==> config.mk <==
export PLATFORM = sky130hd
export DESIGN_NAME = phase_seq
export DESIGN_NICKNAME = d
export VERILOG_FILES = /design/src/rtl/phase_seq_pkg.sv /design/src/rtl/phase_cnt.sv /design/src/rtl/phase_seq.sv
export SDC_FILE = /design/constraint.sdc
export NUM_CORES = 1
export LEC_CHECK = 0
export ABC_AREA = 0
export ABC_CLOCK_PERIOD_IN_PS = 4200
export BUFFER_PORTS_ARGS = -buffer_cell sky130_fd_sc_hd__buf_2
export CORE_MARGIN = 1.5
export CORE_UTILIZATION = 57
export CTS_BUF_LIST = sky130_fd_sc_hd__clkbuf_2
export CTS_CLUSTER_DIAMETER = 30
export DETAILED_ROUTE_END_ITERATION = 8
export PLACE_DENSITY = 0.85
export SLEW_MARGIN = 20
export SYNTH_ARGS = -nofsm -noshare
export SYNTH_HDL_FRONTEND = slang
export SYNTH_SLANG_ARGS = --single-unit
==> constraint.sdc <==
create_clock -name clk -period 4.2 [get_ports clk]
set_clock_uncertainty 0.15 [all_clocks]
set_input_delay 0.42 -clock clk [delete_from_list [all_inputs] [get_ports clk]]
set_output_delay 0.42 -clock clk [all_outputs]
set_load 0.03 [all_outputs]
==> src/rtl/phase_seq_pkg.sv <==
// Shared types and constants for the phase_seq two-phase sequencer.
package phase_seq_pkg;

    typedef enum logic [1:0] {
        ST_IDLE = 2'b00,
        ST_S1   = 2'b01,
        ST_S2   = 2'b10
    } state_t;

    localparam int S1_LEN_DEFAULT = 5;
    localparam int S2_LEN_DEFAULT = 12;
    localparam int LOOPS_DEFAULT  = 1;

endpackage

==> src/rtl/phase_cnt.sv <==
// Phase cycle counter: clear has priority over enable; last flags cnt == len-1.
module phase_cnt #(
    parameter int CNT_W = 8
) (
    input  logic             clk,
    input  logic             rst_n,
    input  logic             clr,
    input  logic             en,
    input  logic [CNT_W-1:0] len,
    output logic [CNT_W-1:0] cnt,
    output logic             last
);

    logic [CNT_W-1:0] cnt_reg;

    always_ff @(posedge clk or negedge rst_n) begin
        if (!rst_n) begin
            cnt_reg <= '0;
        end else if (clr) begin
            cnt_reg <= '0;
        end else if (en) begin
            cnt_reg <= cnt_reg + CNT_W'(1);
        end
    end

    assign cnt  = cnt_reg;
    // len is never zero here: the sequencer maps a zero length to one on load.
    assign last = (cnt_reg == len - CNT_W'(1));

endmodule

==> src/rtl/phase_seq.sv <==
// Runtime-configurable IDLE -> (S1 -> S2) x loops -> IDLE sequencer with abort and done pulse.
// Optional PHASE_SEQ_HOLD_EN adds a hold input that freezes progress in S1/S2.
module phase_seq
    import phase_seq_pkg::*;
#(
    parameter int CNT_W      = 8,
    parameter int LOOP_W     = 4,
    parameter int S1_LEN_DEF = S1_LEN_DEFAULT,
    parameter int S2_LEN_DEF = S2_LEN_DEFAULT,
    parameter int LOOPS_DEF  = LOOPS_DEFAULT
) (
    input  logic              clk,
    input  logic              rst_n,
`ifdef PHASE_SEQ_HOLD_EN
    input  logic              hold,
`endif
    input  logic              en,
    input  logic              abort,
    input  logic              cfg_load,
    input  logic [CNT_W-1:0]  cfg_s1_len,
    input  logic [CNT_W-1:0]  cfg_s2_len,
    input  logic [LOOP_W-1:0] cfg_loops,
    output logic [1:0]        state_c,
    output logic [CNT_W-1:0]  cnt,
    output logic [LOOP_W-1:0] loop_idx,
    output logic              busy,
    output logic              done
);

    state_t            state_reg;
    logic [CNT_W-1:0]  s1_len_reg;
    logic [CNT_W-1:0]  s2_len_reg;
    logic [LOOP_W-1:0] loops_reg;
    logic [LOOP_W-1:0] loop_idx_reg;
    logic              done_reg;

    logic              hold_w;
    logic              in_phase;
    logic              advance;
    logic              last_loop;
    logic              cnt_clr;
    logic              cnt_en;
    logic              cnt_last;
    logic [CNT_W-1:0]  phase_len;

`ifdef PHASE_SEQ_HOLD_EN
    assign hold_w = hold;
`else
    assign hold_w = 1'b0;
`endif

    assign in_phase  = (state_reg == ST_S1) || (state_reg == ST_S2);
    assign phase_len = (state_reg == ST_S2) ? s2_len_reg : s1_len_reg;
    assign advance   = in_phase && !hold_w && cnt_last;
    assign last_loop = (loop_idx_reg == loops_reg - LOOP_W'(1));

    // Counter restarts on every phase boundary, in IDLE, on abort and in the illegal state.
    assign cnt_clr = abort || !in_phase || advance;
    assign cnt_en  = in_phase && !hold_w;

    phase_cnt #(
        .CNT_W (CNT_W)
    ) u_phase_cnt (
        .clk   (clk),
        .rst_n (rst_n),
        .clr   (cnt_clr),
        .en    (cnt_en),
        .len   (phase_len),
        .cnt   (cnt),
        .last  (cnt_last)
    );

    always_ff @(posedge clk or negedge rst_n) begin
        if (!rst_n) begin
            state_reg    <= ST_IDLE;
            loop_idx_reg <= '0;
            done_reg     <= 1'b0;
            s1_len_reg   <= CNT_W'(S1_LEN_DEF);
            s2_len_reg   <= CNT_W'(S2_LEN_DEF);
            loops_reg    <= LOOP_W'(LOOPS_DEF);
        end else begin
            done_reg <= 1'b0;

            // Config loads in IDLE even alongside abort, since abort there is a no-op.
            if (state_reg == ST_IDLE && cfg_load) begin
                s1_len_reg <= (cfg_s1_len == '0) ? CNT_W'(1)  : cfg_s1_len;
                s2_len_reg <= (cfg_s2_len == '0) ? CNT_W'(1)  : cfg_s2_len;
                loops_reg  <= (cfg_loops  == '0) ? LOOP_W'(1) : cfg_loops;
            end

            if (abort) begin
                state_reg    <= ST_IDLE;
                loop_idx_reg <= '0;
            end else begin
                case (state_reg)
                    ST_IDLE: begin
                        if (en) begin
                            state_reg    <= ST_S1;
                            loop_idx_reg <= '0;
                        end
                    end
                    ST_S1: begin
                        if (advance) begin
                            state_reg <= ST_S2;
                        end
                    end
                    ST_S2: begin
                        if (advance) begin
                            if (last_loop) begin
                                state_reg    <= ST_IDLE;
                                loop_idx_reg <= '0;
                                done_reg     <= 1'b1;
                            end else begin
                                state_reg    <= ST_S1;
                                loop_idx_reg <= loop_idx_reg + LOOP_W'(1);
                            end
                        end
                    end
                    default: begin
                        state_reg    <= ST_IDLE;
                        loop_idx_reg <= '0;
                    end
                endcase
            end
        end
    end

    assign state_c  = state_reg;
    assign loop_idx = loop_idx_reg;
    assign done     = done_reg;
    assign busy     = (state_reg != ST_IDLE);

endmodule

; Word level (Yosys, flattened, before mapping)
; Cells that the tools add are included.
; Widths: inputs -> output; s select.
[word_totals]
output_inout_bits = 16
reg_bits = 35
word_cells = 54
input_bits = 25
[classes]
addsub = 4
reduce_logical = 14
eq_ne = 8
muxes = 21
[op_table]
columns = cell, count
row1 = $mux 8, 5
row2 = $mux 4, 5
row3 = $logic_not 8->1, 2
row4 = $pmux 4 s3, 1
row5 = $ne 3x3->1 const B, 3
row6 = $add 8x1->8 const B, 1
row7 = $eq 8x8->1, 1
row8 = $mux 2, 4
row9 = $sub 8x1->8 const B, 1
row10 = $pmux 2 s3, 1
row11 = $reduce_and 3->1, 2
row12 = $mux 1, 5
row13 = $add 4x1->4 const B, 1
row14 = $eq 4x4->1, 1
row15 = $logic_not 4->1, 1
row16 = $reduce_bool 2->1, 2
row17 = $sub 4x1->4 const B, 1
row18 = $logic_or 1x1->1, 3
row19 = $eq 2x1->1 const B, 1
row20 = $eq 2x2->1 const B, 1
row21 = $logic_and 1x1->1, 2
row22 = $logic_not 2->1, 1
row23 = $ne 2x2->1 const B, 1
row24 = $logic_not 1->1, 1

; Depth between registers and ports, before layout
[logic_depth]
word_depth = 8
mapped_depth = 12
ltp_nobuf = 10

; Hierarchy
; Synthesis repeated with hierarchy kept, for this count alone.
[hier_totals]
cells_unflattened = 193
area_unflattened_um2 = 2079.5
[by_module_without_submodules]
columns = mod, cells_per_inst, n_inst, area_each_um2
row1 = phase_seq, 123, 1, 1446.4
row2 = phase_cnt, 70, 1, 633.1

; Worst setup path before layout
; No wires, ideal clock.
[synth_path]
kind = register to register
startpoint = register state_reg[0], in the netlist state_c[0]
endpoint = register state_reg[0], in the netlist state_c[0]
t_arrival_ns = 2.872
synth_period_minus_slack_ns = 3.147
setup_time_ns = 0.125
path_slack_ns = 1.053
required_ns = 3.925
n_path_buf = 2
path_stages_with_launch = 13
cell_sequence = dfrtp_1 > inv_1 > ha_1 > buf_6 > buf_2 > mux2i_1 > ha_1 > xor2_1 > xnor2_1 > nor3_1 > nand4_1 > o32ai_2 > mux2_4
[synth_via]
elab_chain_len = 7
elab_cells_between_ends = 14
classes_between = add/sub (1) / eq/ne (6) / mux (3) / reduce/logical (4)
[synth_rtl]
columns = element, line
row1 = start: declaration, phase_seq.sv:30  ; state_t state_reg;
row2 = start signal: assignment, phase_seq.sv:75  ; state_reg <= ST_IDLE;
row3 = start signal: assignment, phase_seq.sv:92  ; state_reg <= ST_IDLE;
row4 = start signal: assignment, phase_seq.sv:98  ; state_reg <= ST_S1;
row5 = $eq 2x2->1, "phase_seq.sv:52, phase_seq.sv:53, phase_seq.sv:95"
row6 = $mux 8, phase_seq.sv:53  ; assign phase_len = (state_reg == ST_S2) ? s2_len_reg : s1_len_reg;
row7 = $sub 8x1->8, phase_cnt.sv:28  ; assign last = (cnt_reg == len - CNT_W'(1));
row8 = $eq 8x8->1, phase_cnt.sv:28
row9 = $logic_and 1x1->1, phase_seq.sv:54  ; assign advance = in_phase && !hold_w && cnt_last;
row10 = $ne 3x3->1 (no source line), -
row11 = $reduce_and 3->1 (no source line), -
; Several ways; a longest one is shown, not always the timed one.
; A chain may end at the register's enable or synchronous reset.

; Worst setup path after layout
; Same ends and word-level chain as after synthesis.

==> run_results.csv <==
group,metric,value,unit
pwr,peakVddDrop,0.327,mV
sta,maxSlewViolCount,0,
clock_tree,clkTransAtPathRegs,180,ps
global_routing,grt_max_degree,36,
logic_synthesis,synthCells,195,
detailed_routing,totalWireLength,4210,µm
status,status,"completed",
global_routing,overflow,0,
floorplanning,dieArea,0.00400,mm²
detailed_routing,wl_met3,162,µm
detailed_routing,first_pass_iters,4,
clock_tree,clock_latency,400,ps
detailed_routing,dr_wl_met2,2040,µm
sta,fmax,282,MHz
floorplanning,fp-row-count,21,
finish,stdcell_area,0.00238,mm²
logic_synthesis,yosys-top-cells-count,"30 x dfrtp_1, 17 x mux2_2, 14 x xnor2_1",
detailed_routing,first_iter_violations,77,
setup_path,required,4370,ps
clock_tree,post_cts_resized,0,
detailed_routing,final_antenna_net_count,0,
setup_path,reg2reg_depth,10,
clock_tree,clockRootBuffer,"clkbuf_2",
floorplanning,io_pins,41,
clock_tree,clock-sinks,35,
setup_path,crit_type,"register to register",
global_routing,grt_pass1_vias,1560,
hold_path,hold_class,"primary input to register",
finish,synthToLayoutAreaGrowth,14.9,%
detailed_routing,met1_length,1930,µm
setup_path,crit_fanout,19,
floorplanning,core,0.00342,mm²
sta,tightest_slew,870,ps
placement,io_buffers,40,
sta,tns,0,ps
logic_synthesis,syn_area_per_cell,10.6,µm²
pwr,p_leak,1.08,nW
finish,post_route_cells_drive_above_1_share,31.3,%
detailed_routing,drt-vias-per-instance,5.55,
clock_tree,cts_max_level,2,
floorplanning,die_w,63.3,µm
logic_synthesis,synth_cell_types,44,
clock_tree,tritoncts,"done",
logic_synthesis,synthTopCellsByArea,"dfrtp_1 36%, mux2_2 9.3%, dfstp_2 6.3%, xnor2_1 5.9%, ha_1 5.4%",
sta,hold_ws,92.7,ps
finish,diodes,0,
detailed_routing,drc,0,
finish,utilization,69.6,%
sta,worst_slew_margin_rel,41.8,%
global_routing,grt_pass1_wl,7160,µm
global_routing,grt_usage,23.0,%
placement,dpl.hpwl,3120,µm
sta,rsz0062_at_grt,"no",
clock_tree,cts_buffer_depth,2,
logic_synthesis,synth_edf_count,0,
detailed_routing,wire_per_inst,14.7,µm
logic_synthesis,yosys.area.top_type_share,36.3,%
global_routing,grt_antenna_before_repair,0,
logic_synthesis,yosys_warnings,0,
finish,n_fill_cell,291,
logic_synthesis,ys.flop_type,"dfrtp_1",
sta,period_share,84.6,%
floorplanning,dieHeight,63.3,µm
logic_synthesis,ys_seq_area_share,42.6,%
sta,setup_viol,0,
sta,fin_crit,3550,ps
detailed_routing,top_layer_used,"met4",
detailed_routing,num_vias,1588,
logic_synthesis,synth.cell_area,0.00207,mm²
setup_path,crit_path_end_kind,"register",
pwr,total_power,1.53,mW
setup_path,critPathArrivalTime,3720,ps
logic_synthesis,synth_nets,229,
sta,finalHoldViolations,0,
logic_synthesis,synth_top_area_cell,"dfrtp_1",
finish,nets,273,
job,maxCapViolCount,0,
setup_path,crit_path_start_kind,"register",
floorplanning,start_util,60.6,%
placement,gp_congestion,0.785,
logic_synthesis,ys_async_sr_fraction,100,%
logic_synthesis,postSynthRegisterBits,35,
logic_synthesis,yosysMostFrequentCell,"dfrtp_1",
pwr,power_density,643,mW/mm²
clock_tree,cts_buffers,5,
hold_path,min_path_cells,2,
placement,post_dp_cell_area,0.00230,mm²
## worst paths after layout
check                      slack (ps)                        end                      start
hold reg to reg                   370  s1_len_reg[0]$_DFFE_PN1P_  s1_len_reg[0]$_DFFE_PN1P_
setup / recovery                  650     state_c[0]$_DFFE_PN0P_     state_c[0]$_DFFE_PN0P_
setup reg to reg                  650     state_c[0]$_DFFE_PN0P_     state_c[0]$_DFFE_PN0P_
hold / removal                     90  s1_len_reg[5]$_DFFE_PN0P_              cfg_s1_len[5]
min in group asynchronous         440             done$_DFF_PN0_                      rst_n
max in group asynchronous        2980  s2_len_reg[5]$_DFFE_PN0P_                      rst_n
## kinds of logic (layout without fill, tap and decap cells)
group / after synthesis / in the layout / share of synthesized area (%)
adder cells (fa/ha/maj): 9 / 9 / 5.44
buffers and inverters: 14 / 59 / 2.96
multiplexers: 27 / 27 / 14.3
AND/OR/NAND/NOR: 62 / 62 / 16.1
XOR/XNOR: 26 / 26 / 11.0
flip-flops: 35 / 35 / 42.6
AO/OA/AOI/OAI: 22 / 22 / 7.50
## power breakdown
group	switching (mW)	total [mW]	internal (mW)
logic	0.383	0.726	0.342
clock network	0.119	0.217	0.0978
registers	0.117	0.585	0.468
## metrics by stage
stage / setup slack [ps] / instances
CTS: 653 / 286
floorplan: 1050 / 195
global placement: 893 / 277
detailed placement: 662 / 277
global route: 428 / 286
finish: 648 / 286
## metal layers
metal  up-vias  global-route usage [%]
li1        777                       -
met1       768                    29.9
met2        34                    37.0
met3         9                    5.71
met4         0                    9.24
met5         -                       0
## critical path: stages (launching register included)
cell	delay, ps
dfrtp_1	480
inv_1	120
ha_1	630
mux2i_1	360
ha_1	250
xor2_1	200
xnor2_1	100
nor3_1	260
nand4_1	210
o32ai_2	380
mux2_4	330
## repair_timing
action / in CTS / in global routing
buffers inserted: 0 / 0
hold buffers: 1 / 0
hold endpoints to repair: 30 / 0
## placed cells by master (no fill, tap or decap), types with 3 or more instances in the layout
cell type	synthesis	final
nand3_1	7	7
buf_2	1	40
clkbuf_2	0	5
ha_1	9	9
a21oi_1	5	5
and3_1	3	3
mux2i_1	9	9
nor2_1	11	11
o221ai_1	3	3
inv_1	10	10
mux2_2	17	17
xnor2_1	14	14
o21ai_0	4	4
dfrtp_1	30	30
nor3_1	9	9
xor2_1	12	12
nand2_1	11	11
dfstp_2	5	5
## layout make-up
class | count | area [µm²] | area share, %
Timing Repair Buffer | 41 | 210 | 8.84
Clock inverter | 3 | 38.8 | 1.63
Clock buffer | 5 | 25.0 | 1.05
Tap cell | 46 | 57.6 | 2.42
Sequential cell | 35 | 882 | 37.1
Inverter | 10 | 37.5 | 1.58
Multi-Input combinational cell | 146 | 1130 | 47.4
(Power assumes the default switching activity.)
